[config.mk]
export PLATFORM = sky130hd
export DESIGN_NAME = key_repeat
export DESIGN_NICKNAME = d
export VERILOG_FILES = /design/src/rtl/key_repeat.sv
export SDC_FILE = /design/constraint.sdc
export NUM_CORES = 1
export LEC_CHECK = 0
export CAP_MARGIN = 20
export CORE_MARGIN = 2
export CORE_UTILIZATION = 44
export CTS_CLUSTER_DIAMETER = 50
export DETAILED_ROUTE_END_ITERATION = 16
export PLACE_DENSITY_LB_ADDON = 0.08
export SYNTH_ARGS = -nofsm -noshare
export SYNTH_HDL_FRONTEND = slang
export SYNTH_SLANG_ARGS = --single-unit
[constraint.sdc]
create_clock -name clk -period 1.7 [get_ports clk]
set_input_delay 0.17 -clock clk [delete_from_list [all_inputs] [get_ports clk]]
set_output_delay 0.17 -clock clk [all_outputs]
set_load 0.03 [all_outputs]
[src/rtl/key_repeat.sv]
// key_repeat: synchronised, debounced direction buttons with typematic auto-repeat, timed via an external ms-delay timer.
// Optional build macro KEY_REPEAT_ACCEL_EN: the repeat interval shrinks by ACCEL_STEP_MS per repeat, floored at MIN_REPEAT_MS.
module key_repeat #(
    parameter logic [7:0] DEBOUNCE_MS   = 8'd20,
    parameter logic [7:0] FIRST_MS      = 8'd250,
    parameter logic [7:0] REPEAT_MS     = 8'd100
`ifdef KEY_REPEAT_ACCEL_EN
    ,
    parameter logic [7:0] ACCEL_STEP_MS = 8'd10,
    parameter logic [7:0] MIN_REPEAT_MS = 8'd40
`endif
) (
    input  logic       clk,
    input  logic       rst,
    input  logic [3:0] btn,
    input  logic       dly_free,
    output logic       dly_set,
    output logic [7:0] dly_ms,
    output logic       move,
    output logic [1:0] dir,
    output logic       busy
);

    typedef enum logic [1:0] {IDLE, DEBOUNCE, FIRST, REPEAT} state_t;

    state_t     state_q, state_d;
    logic [3:0] btn_meta_q, btn_s_q;
    logic [1:0] dir_q, dir_d, sel;
    logic       move_q, move_d;
    logic       dly_set_q, dly_set_d;
    logic [7:0] dly_ms_q, dly_ms_d;
    logic       busy_q, busy_d;
    logic [7:0] rep_ms;
    logic       held, expired;

`ifdef KEY_REPEAT_ACCEL_EN
    logic [7:0] rep_ms_q, rep_ms_d, rep_ms_dec;

    // Saturating step: compare in 9 bits so MIN + STEP cannot wrap.
    assign rep_ms_dec = ({1'b0, rep_ms_q} >= ({1'b0, MIN_REPEAT_MS} + {1'b0, ACCEL_STEP_MS}))
                      ? rep_ms_q - ACCEL_STEP_MS : MIN_REPEAT_MS;
    assign rep_ms     = rep_ms_q;

    always_ff @(posedge clk or negedge rst) begin
        if (!rst) rep_ms_q <= REPEAT_MS;
        else      rep_ms_q <= rep_ms_d;
    end
`else
    assign rep_ms = REPEAT_MS;
`endif

    // NOTE: sequential state uses non-blocking assignments so every flop samples pre-edge values.
    always_ff @(posedge clk or negedge rst) begin
        if (!rst) begin
            btn_meta_q <= '0;
            btn_s_q    <= '0;
        end else begin
            btn_meta_q <= btn;
            btn_s_q    <= btn_meta_q;
        end
    end

    always_comb begin
        sel = 2'd3;
        if      (btn_s_q[0]) sel = 2'd0;
        else if (btn_s_q[1]) sel = 2'd1;
        else if (btn_s_q[2]) sel = 2'd2;
    end

    // The timer still reports the previous expiry while it is being loaded.
    assign held    = btn_s_q[dir_q];
    assign expired = dly_free && !dly_set_q;

    always_comb begin
        // NOTE: every output of this block gets a default first so no path infers a latch.
        state_d   = state_q;
        dir_d     = dir_q;
        move_d    = 1'b0;
        dly_set_d = 1'b0;
        dly_ms_d  = dly_ms_q;
`ifdef KEY_REPEAT_ACCEL_EN
        rep_ms_d  = rep_ms_q;
`endif
        case (state_q)
            IDLE: begin
                if (|btn_s_q) begin
                    dir_d     = sel;
                    dly_set_d = 1'b1;
                    dly_ms_d  = DEBOUNCE_MS;
                    state_d   = DEBOUNCE;
                end
            end
            DEBOUNCE: begin
                if (!held) begin
                    state_d = IDLE;
                end else if (expired) begin
                    move_d    = 1'b1;
                    dly_set_d = 1'b1;
                    dly_ms_d  = FIRST_MS;
                    state_d   = FIRST;
`ifdef KEY_REPEAT_ACCEL_EN
                    rep_ms_d  = REPEAT_MS;
`endif
                end
            end
            FIRST, REPEAT: begin
                if (!held) begin
                    state_d = IDLE;
                end else if (expired) begin
                    move_d    = 1'b1;
                    dly_set_d = 1'b1;
                    dly_ms_d  = rep_ms;
                    state_d   = REPEAT;
`ifdef KEY_REPEAT_ACCEL_EN
                    rep_ms_d  = rep_ms_dec;
`endif
                end
            end
            default: state_d = IDLE;
        endcase
        busy_d = (state_d != IDLE);
    end

    always_ff @(posedge clk or negedge rst) begin
        if (!rst) begin
            state_q   <= IDLE;
            dir_q     <= 2'd0;
            move_q    <= 1'b0;
            dly_set_q <= 1'b0;
            dly_ms_q  <= 8'd0;
            busy_q    <= 1'b0;
        end else begin
            state_q   <= state_d;
            dir_q     <= dir_d;
            move_q    <= move_d;
            dly_set_q <= dly_set_d;
            dly_ms_q  <= dly_ms_d;
            busy_q    <= busy_d;
        end
    end

    assign dly_set = dly_set_q;
    assign dly_ms  = dly_ms_q;
    assign move    = move_q;
    assign dir     = dir_q;
    assign busy    = busy_q;

endmodule

# Word level (Yosys, flattened, before mapping)
# Cells that the tools add are included.
# totals
in_bits	7
elab_cells	48
reg_bits	23
out_inout_bits	13
# op_classes
eq_ne	8
n_reduce_logical	9
mux	22
n_lt_le_gt_ge	1
# op_table
op	count
two-way mux 8 bit	5
case mux 8 bit (3 select lines)	1
two-way mux 2 bit	7
!= test 2 bit, second input constant	5
two-way mux 1 bit	6
case mux 2 bit (3 select lines)	1
AND reduction 5 bit	1
equality test 2 bit, second input constant	2
OR reduction 4 bit	1
less-than comparator 2 x 3 -> 1 bit, second input constant	1
OR reduction 3 bit	1
binary-select mux 1 bit (select 2 bit)	1
equality test 2 x 1 -> 1 bit, second input constant	1
zero test 2 bit	1
case mux 1 bit (2 select lines)	1
AND reduction 2 bit	1
nonzero test 2 bit	1
OR reduction 2 bit	1
logical AND 1 bit	1
zero test 1 bit	1

# Longest topological paths before layout
# depth
depth_word	6
depth_mapped	4
ltp_nobuf	3

# Worst setup path after synthesis
# No wires, ideal clock.
# synth_timing
path_type	register -> register
start	reg dir_q[1] (netlist: dir[1])
end	reg dly_ms_q[4] (netlist: dly_ms[4])
setup_slack_ps	52
arrival_ps	1524
stages_incl_launch_ff	4
path_buffers	0
t_required_ps	1576
period_less_slack_ps	1648
setup_ps	124
cell_sequence	dfrtp_1 > mux4_2 > and3_1 > o31a_1
# synth_between
elab_chain_len	4
word_cells_on_any_way	5
cone_classes	2 x eq/ne; 2 x mux; 1 x reduce/logical
# synth_rtl
item	line_no	rtl
start: declaration	28	logic [1:0] dir_q, dir_d, sel;
start signal: assignment	134	dir_q <= dir_d;
binary-select mux 1 bit (select 2 bit) *	71	assign held = btn_s_q[dir_q];
two-way mux 1 bit (not written as such) *	71	
!= test 2 bit (no source line)	--	
AND reduction 5 bit (no source line) *	--	
end signal: assignment	137	dly_ms_q <= dly_ms_d;
end: declaration	31	logic [7:0] dly_ms_q, dly_ms_d;
# Every way passes the cells marked *; elsewhere a longest branch is shown, timed or not. The select of a mux whose other input is x is not followed.
# A chain may end at the register's enable or synchronous reset.

# Worst setup path in the final report
# layout_timing
start	reg dir_q[1] (netlist: dir[1])
end	out dir[1]
# layout_lines
item	line_no	rtl
end: declaration	20	output logic [1:0] dir,
# No word-level cell between the ends.

==> results.yml <==
placement:
  globalplace.congestion: 0.674
  postPlaceCellArea_um2: 893
  post-place-ws_ns: 0.222
  io_buffer_count: 18
  dp_hpwl_um: 835
clock_network:
  cts_hold_buf: 0
  clkSinkCount: 19
  clk_latency_ns: 0.29
  path_clk_slew_ns: 0.10
  postCtsSetupBuffers: 0
  cts_made_buffers: 3
  post_cts_resized: 0
  root_buffer: "clkbuf_4"
  htree_levels: 1
  tritoncts: "done"
  clock_path_buffers: 2
critical_path:
  start_kind: "flop"
  cp-startpoint: "dir[1]"
  worstPathRequired_ns: 1.53
  r2r_start: "dir[1]"
  r2r_end: "dly_ms[4]"
  cp_slowest_cell: "clkdlybuf4s50_1"
  cp_max_fo: 3
  regToRegSetupSlack_ns: 0.20
  worst-path-buf-inv: 1
  arrival_ns: 1.38
  endpoint_kind: "output port"
  worstRegToRegCells: 3
  crit_family: "buffers and inverters"
  path_class: "flop to output port"
  worst_path_largest_cell_delay_ns: 0.70
  path_cells: "clkdlybuf4s50_1"
  path_depth: 1
power:
  power.leakage_uw: 0.000408
  power_density_nw_per_um2: 1730
  peakVddDrop_mv: 0.947
die:
  dieWidth_um: 44.2
  core_area_um2: 1510
  fp.dieArea_um2: 1960
  ios: 20
  rows: 14
  die_h_um: 44.2
  initial_core_util_pct: 47.3
timing:
  setup_slack_ns: 0.148
  period_needed_ns: 1.55
  fin_crit_sh_pct: 91.3
  fin_worst_skew_ns: 0.00229
  finalHoldViolCount: 0
  rsz0062_at_grt: "no"
  drv_slew: 0
  setup_viol: 0
  worst_hold_slack_ns: 0.192
  tns_ns: 0
  fmax_mhz: 644
final_layout:
  finalNetCount: 81
  fillers: 130
  drive_gt1_share_pct: 13.7
  finalInstanceArea_um2: 921
  syn_to_final_growth_pct: 29.3
  n_antenna_cell: 0
routing:
  routed_wl_um: 1110
  wire_per_inst_um: 12.5
  drcViolationCount: 0
  dr.first_iter.drc_count: 1
  antenna_left: 0
  viasPerCell: 5.19
  dr.pass1.iters: 2
  vias: 462
synth:
  synth_seq_cells: 19
  ys_types: 25
  synth_warnings: 0
  seq_area_frac_synth_pct: 66.8
  synth.avg_cell_area_um2: 13.2
  synthCells: 54
  syn_area_um2: 712
  syn-num-nets: 61
job:
  drv_cap: 0
global_route:
  grt_pass1_wl_um: 1900
  grt_max_degree: 20
  antenna_found_initial: 0
  grt_pass1_vias: 456
  grt_overflow: 0
  track_usage_pct: 13.9
run_status:
  outcome: "finished, final reports clean"
hold_path:
  hold_path_class: "primary input to async pin"
## synth_stat cells
cell,number,area [µm²]
clkbuf_1,1,3.75
nor4_1,1,6.26
mux2i_1,1,10.0
o21ai_0,3,15.0
a21boi_0,1,7.51
mux4_2,1,22.5
buf_4,4,30.0
o21bai_1,1,7.51
and3_1,1,6.26
a21bo_2,1,10.0
nand2_1,2,7.51
nor2_1,3,11.3
or2_1,2,12.5
dfrtp_1,19,475
and3_4,1,11.3
nor2b_1,2,12.5
a21o_1,1,7.51
a21oi_1,1,5.00
o31ai_1,1,7.51
o31a_1,1,8.76
nand3_1,2,10.0
o22a_2,1,10.0
inv_1,1,3.75
or2_0,1,6.26
conb_1,1,3.75
## cells in the final DEF (no fill, tap or decap)
cell type         n
and3_4            1
clkbuf_4          3
a21bo_2           1
dfrtp_1          19
o31a_1            1
nor2b_1           2
a21oi_1           1
or2_1             2
nor4_1            1
mux2i_1           1
and3_1            1
o21ai_0           3
buf_4             2
clkinv_2          1
inv_1             1
or2_0             1
mux4_2            1
o31ai_1           1
nand3_1           2
nand2_1           2
o21bai_1          1
o22a_2            1
clkdlybuf4s50_1  18
conb_1            1
a21boi_0          1
nor2_1            3
a21o_1            1
## report_power, final
part,internal [µW],switching [µW],leakage (µW)
Combinational,319,405,0.000166
Sequential,567,80.7,0.000225
Clock,87.4,130,0.0000177
Total,974,616,0.000408
## cells by family after synthesis
family / share of synthesized area [%]
AOI/OAI and AO/OA: 11.1
buffers and inverters: 5.27
muxes: 4.57
DFF: 66.8
and+or+nand+nor: 11.8
other: 0.527
## stage by stage
stage	std cells	total power [µW]	util, %
2_1_floorplan	54	1140	-
3_3_place_gp	85	1390	59.3
3_5_place_dp	85	1390	59.3
4_1_cts	89	1610	61.1
5_1_grt	89	1700	61.1
6_report	89	1590	61.1
## layout make-up
cell class	count	area [µm²]	area share, %
Sequential cell	19	475	51.6
Multi-Input combinational cell	29	199	21.6
Timing Repair Buffer	20	195	21.2
Clock buffer	3	22.5	2.45
Tap cell	16	20.0	2.17
Clock inverter	1	5.00	0.543
Inverter	1	3.75	0.408
## sequential cells by signal, indices dropped and copies added, names as in the netlist
register,cells
btn_s_q,4
dly_ms,4
busy,1
move,1
state_q,2
dly_set,1
btn_meta_q,4
dir,2
## how the worst max path moves through the flow
stage / endpoint / slack, ns
after global placement: dly_ms[4] / 0.24
after CTS: dir[1] / 0.13
after global routing: dir[1] / 0.06
final: dir[1] / 0.15
after detailed placement: dly_ms[4] / 0.22
after floorplan: dly_ms[4] / 0.05
## per-layer routing
layer | vias up | track usage (%) | part of all wire, %
li1 | 216 | - | -
met1 | 229 | 17.4 | 42
met2 | 15 | 21.2 | 50
met3 | 2 | 5.31 | 7.0
met4 | 0 | 7.27 | 0.72
met5 | - | 0 | 0
No activity file was read; power rests on OpenSTA's default activity.
